File: src/rtl/seq_det_pkg.sv
// Shared types and limits for the parametrised serial pattern detector.
package seq_det_pkg;

    typedef enum logic [1:0] {
        S_IDLE = 2'b00,
        S_FILL = 2'b01,
        S_RUN  = 2'b10
    } state_t;

    localparam int PAT_W_MAX = 16;

endpackage

File: src/rtl/seq_det_sat_counter.sv
// Saturating up-counter with synchronous clear; a clear coincident with an
// increment restarts the count at one so that match is not lost.
module seq_det_sat_counter #(
    parameter int CNT_W = 8
) (
    input  logic             clock,
    input  logic             reset,
    input  logic             inc,
    input  logic             clr,
    output logic [CNT_W-1:0] q
);

    localparam logic [CNT_W-1:0] CNT_MAX = '1;

    // Count events, holding at all-ones instead of wrapping.
    always_ff @(posedge clock) begin
        if (reset) begin
            q <= '0;
        end else if (clr) begin
            q <= inc ? CNT_W'(1) : '0;
        end else if (inc && (q != CNT_MAX)) begin
            q <= q + 1'b1;
        end
    end

endmodule

File: src/rtl/seq_detector_param.sv
// Parametrised serial pattern detector with runtime-loadable pattern,
// overlapping / non-overlapping detection, input-valid qualification,
// registered match pulse and saturating match counter.
// Optional per-cycle trace output is enabled by defining SEQ_DET_TRACE_EN.
module seq_detector_param
    import seq_det_pkg::*;
#(
    parameter int PAT_W = 4,
    parameter int CNT_W = 8
) (
    input  logic             clock,
    input  logic             reset,
    input  logic             in_valid,
    input  logic             i,
    input  logic             cfg_load,
    input  logic [PAT_W-1:0] cfg_pattern,
    input  logic             cfg_overlap,
    input  logic             clr_count,
    output logic             out,
    output logic [CNT_W-1:0] match_count,
    output logic [1:0]       state_o
);

    localparam int             FW        = $clog2(PAT_W + 1);
    localparam logic [FW-1:0]  FILL_FULL = FW'(PAT_W);

    state_t           state;
    state_t           stateNext;
    logic [PAT_W-1:0] hist;
    logic [PAT_W-1:0] histNext;
    logic [PAT_W-1:0] pattern_q;
    logic [FW-1:0]    fill;
    logic [FW-1:0]    fillNext;
    logic             overlap_q;
    logic             shiftEn;
    logic             match;

    // Candidate history/fill after accepting the current bit, the match
    // decision, and the next FSM state (cfg_load overrides everything).
    always_comb begin
        histNext  = {hist[PAT_W-2:0], i};
        fillNext  = (fill == FILL_FULL) ? fill : fill + 1'b1;
        shiftEn   = ((state == S_FILL) || (state == S_RUN)) && in_valid && !cfg_load;
        match     = shiftEn && (histNext == pattern_q) && (fillNext == FILL_FULL);
        stateNext = state;
        if (cfg_load) begin
            stateNext = S_FILL;
        end else begin
            case (state)
                S_IDLE: stateNext = S_IDLE;
                S_FILL, S_RUN: begin
                    if (shiftEn) begin
                        if (match && !overlap_q) begin
                            stateNext = S_FILL;
                        end else if (fillNext == FILL_FULL) begin
                            stateNext = S_RUN;
                        end
                    end
                end
                default: stateNext = S_IDLE;
            endcase
        end
    end

    // Detector FSM: configuration latch, history shift, fill tracking and
    // the registered match pulse.
    always_ff @(posedge clock) begin
        if (reset) begin
            state     <= S_IDLE;
            hist      <= '0;
            fill      <= '0;
            pattern_q <= '0;
            overlap_q <= 1'b1;
            out       <= 1'b0;
        end else begin
            state <= stateNext;
            out   <= match;
            if (cfg_load) begin
                pattern_q <= cfg_pattern;
                overlap_q <= cfg_overlap;
                hist      <= '0;
                fill      <= '0;
            end else if (shiftEn) begin
                hist <= histNext;
                fill <= (match && !overlap_q) ? '0 : fillNext;
            end
        end
    end

    seq_det_sat_counter #(
        .CNT_W (CNT_W)
    ) uCounter (
        .clock (clock),
        .reset (reset),
        .inc   (match),
        .clr   (clr_count),
        .q     (match_count)
    );

    assign state_o = state;

`ifdef SEQ_DET_TRACE_EN
    logic [CNT_W-1:0] traceCount;
    assign traceCount = clr_count ? CNT_W'(1) :
                        ((match_count == '1) ? match_count : match_count + 1'b1);

    // Print the per-edge trace and the post-increment count on each match.
    always @(posedge clock) begin
        $display("%b%b%b_%b%b", state_o, i, in_valid, stateNext, out);
        if (match && !reset) begin
            $display("MATCH %0d", traceCount);
        end
    end
`else
    // Trace disabled: no simulation output.
`endif

endmodule

File: config.mk
export PLATFORM = sky130hd
export DESIGN_NAME = seq_detector_param
export DESIGN_NICKNAME = d
export VERILOG_FILES = /design/src/rtl/seq_det_pkg.sv /design/src/rtl/seq_det_sat_counter.sv /design/src/rtl/seq_detector_param.sv
export SDC_FILE = /design/constraint.sdc
export NUM_CORES = 1
export LEC_CHECK = 0
export BUFFER_PORTS_ARGS = -buffer_cell sky130_fd_sc_hd__buf_2
export CAP_MARGIN = 25
export CORE_MARGIN = 2
export CORE_UTILIZATION = 30
export CTS_CLUSTER_DIAMETER = 80
export DETAILED_ROUTE_END_ITERATION = 6
export GPL_ROUTABILITY_DRIVEN = 1
export GPL_TIMING_DRIVEN = 0
export PLACE_DENSITY = 0.58
export SLEW_MARGIN = 20
export SYNTH_ARGS = -nofsm -noshare
export SYNTH_HDL_FRONTEND = slang
export SYNTH_SLANG_ARGS = --single-unit
File: constraint.sdc
create_clock -name clock -period 3.9 [get_ports clock]
set_input_delay 0.195 -clock clock [delete_from_list [all_inputs] [get_ports clock]]
set_output_delay 0.195 -clock clock [all_outputs]
set_load 0.05 [all_outputs]
==> summary.md <==
| Metric | Value |
|---|---|
| Grt met3 use | `2.78%` |
| Period utilization | `just over 60%` |
| Multi-input logic area | `628 sq um` |
| Grt ovf | `0` |
| Quantity of gates resized following cts | `0` |
| Family with the most delay on the worst path | `compound AO/OA/AOI/OAI gates` |
| Status | `completed` |
| P_leak | `0.000530 uW` |
| Slew HR | `approximately two fifths` |
| Die ar. | `roughly 4200 sq um` |
| Final ANT Viol Nets | `0` |
| Synth Area in Adders | `3.41%` |
| Syn_nets | `139` |
| Dpl ws | `1.51 ns` |
| First-pass GRT wire length | `slightly above 4 mm` |
| CP Class | `flop to flop` |
| Final Hold Vio Count | `0` |
| DRT iter0 DRCs | `35` |
| Hold Crit Class | `primary input to flop` |
| Simple logic cell fraction of the synthesized area | `between 20% and 30%` |
| Final core occ | `37.0%` |
| Initial antenna violation count | `0` |
| Fmax | `0.413 GHz` |
| CTS tree | `yes` |
| Drt wl/cell | `11.5 um` |
| Crit path launch type | `flop` |
| GRT busiest layer | `met2` |
| Worst setup EP type | `flop` |
| Pre-antenna DRT Iters | `4` |
| Tmin final | `2.42 ns` |
| Total track usage | `12.3%` |
| Number of buffers added for setup after CTS | `0` |
| Final Max Slew Viols | `0` |
| GR Layer Usage met1 | `between 10% and 20%` |
| Vias in the first global route | `966` |
| Hpwl dp | `1.77 mm` |
| Layout Nets | `roughly 160` |
| Drt total wl | `roughly 2.3 mm` |
| FP Rows | `22` |
| Fin area | `1330 sq um` |
| Vias | `953` |
| Max FO, Critical Path | `5` |
| RSZ-0062 raised after global routing | `false` |
| Post-route setup slack | `1.48 ns` |
| Die Wd | `approximately 65 um` |
| Syn. warnings | `0` |
| Clock transition at path regs | `around 0.080 ns` |
| #FFs+latches synth | `22` |
| Initial core utilization | `30.6%` |
| Top post-synthesis cells by area | `dfxtp_1, mux2i_1, nor2_1` |
| Synth cell types | `36` |
| Slowest CP cell | `nor4b_1` |
| CTS root buffer | `clkbuf_8` |
| Peak supply drop | `0.000130 V` |
| Share of layout cells above drive strength 1 | `between 20% and 30%` |
| Diode count | `0` |
| CP max stage delay | `about 0.8 ns` |
| Insertion delay to the later sink of the worst-skew pair | `0.26 ns` |
| Via/cell ratio | `between 4 and 5` |
| CTS Buf Count | `3` |
| Pwr dens | `between 300 and 400 nW/um^2` |
| Synth Area in Compound Gates | `13.5%` |
| Chip height | `64.6 um` |
| EDFF count, synth | `0` |
| Max cap viols | `0` |
| Synthesis-to-layout area growth | `21.0%` |
| Placer Congestion | `approximately 0.79` |
| Required @ worst endpoint | `4.06 ns` |
| Total Negative Setup Slacks | `0 ns` |
| Leading area contributor after synthesis | `dfxtp_1` |
| Port Buffers | `20` |
| Post-synthesis sequential area ratio | `40.0%` |
| Mux cell area share after synthesis | `8.17%` |
| Top_reg_cell synth | `dfxtp_1` |
| Sequential Area | `440 sq um` |
| Fill cells | `385` |
| Maximum level of the CTS H-tree | `1` |
| Mapped Avg Cell Area | `8.82 sq um` |
| Post-Syn Area | `1100 sq um` |
| CP Cell Sequence | `inv_1, ha_1, a21boi_0, o21ai_0, nor4b_1, a21oi_1, a31o_2` |
| Synth top area share | `40.0%` |
| CORE AREA | `3610 sq um` |
| Ys async rst share | `0%` |
| CTS Hold Bufs | `0` |
| Post-Syn Instances | `125` |
| Final setup fails | `0` |
| Worst Tran Pin Value | `0.879 ns` |
| Post-DP Area | `approximately 1300 sq um` |
| Boundary pin count | `22` |
| Worst path arrival time | `2.58 ns` |
| Largest family of logic cells by synthesized area | `simple AND/OR/NAND/NOR gates` |
| # clock sinks | `22` |
| Clock Skew | `0.00189 ns` |
| Largest net degree at the start of global routing | `14` |
| XOR/XNOR Fraction of Synth Area | `3.97%` |
| Remaining DRCs | `0` |
| Clock Path Buffers | `2` |
| CP bufs+invs | `1` |
| Met2 Track Usage GR | `between 20% and 30%` |
## metal layers
layer,part of all wire [%],vias to the layer above
li1,-,495
met1,48,448
met2,49,8
met3,3.0,2
met4,0.44,0
met5,0,-
## report_power, final
| part | internal [uW] | switching, uW | leakage, uW |
|---|---|---|---|
| clock | 137 | 74.0 | 0.0000357 |
| sequential | 229 | 3.34 | 0.000179 |
| combinational | 15.8 | 22.2 | 0.000316 |
| total | 382 | 99.6 | 0.000530 |
## registers in the layout, indices dropped and copies added, names as in the netlist
signal,flops
uCounter.q,8
pattern_q,4
fill,3
hist,3
state_o,2
out,1
overlap_q,1
## cell families (layout without fill, tap and decap cells)
kind of cell	Yosys count	count (layout)
AND/OR/NAND/NOR	55	55
AO/OA/AOI/OAI	22	22
flip-flops	22	22
multiplexers	9	9
buffers and inverters	9	33
XOR/XNOR	5	5
adder cells (fa/ha/maj)	3	3
## synthesized netlist by cell type, drive strengths merged (2+ instances only)
| master | number |
|---|---|
| nor4 | 3 |
| nand4 | 2 |
| ha | 3 |
| nand3 | 3 |
| clkbuf | 3 |
| nand2 | 8 |
| inv | 4 |
| or4 | 2 |
| or2 | 3 |
| mux2i | 9 |
| nor2 | 15 |
| o31ai | 2 |
| or3 | 3 |
| and2b | 2 |
| nor3 | 4 |
| a21oi | 10 |
| o21ai | 5 |
| dfxtp | 22 |
| xnor2 | 5 |
| buf | 2 |
## worst paths after layout
| kind | slack [ns] | cells after the start | endpoint | startpoint |
|---|---|---|---|---|
| setup / recovery | 1.48 | 7 | uCounter.q[3] | fill[0] |
| setup reg to reg | 1.48 | 7 | uCounter.q[3] | fill[0] |
| hold reg to reg | 0.50 | 2 | uCounter.q[1] | uCounter.q[1] |
| hold / removal | 0.14 | 2 | overlap_q | cfg_overlap |
## cell usage in the layout (no fill, tap or decap), types with 3 or more instances in the layout
cell type  netlist  final
nand3_1          3      3
o21ai_0          4      4
nor4_1           3      3
dfxtp_1         22     22
or2_2            3      3
clkbuf_1         3      3
xnor2_1          5      5
nor2_1          15     15
mux2i_1          9      9
clkbuf_8         0      3
nor3_1           4      4
nand2_1          8      8
inv_1            4      4
ha_1             3      3
a21oi_1         10     10
buf_2            0     20
or3_1            3      3
## through the flow
stage / total power, uW / hold WS [ns] / std cells
final: 481 / 0.137 / 197
after global routing: 503 / 0.144 / 197
after CTS: 485 / 0.141 / 197
after detailed placement: 276 / 0.413 / 193
after global placement: 275 / 0.402 / 193
after floorplan: 263 / 0.313 / 125
## area by class of cell
| type | instances | area share (%) |
|---|---|---|
| clock inverter | 1 | 2.25 |
| timing repair buffer | 20 | 7.50 |
| clock buffer | 3 | 3.10 |
| sequential | 22 | 33.0 |
| buffer | 5 | 1.41 |
| tap | 48 | 4.50 |
| multi-input combinational | 94 | 47.1 |
| inverter | 4 | 1.13 |
No activity file was read; power rests on OpenSTA's default activity.
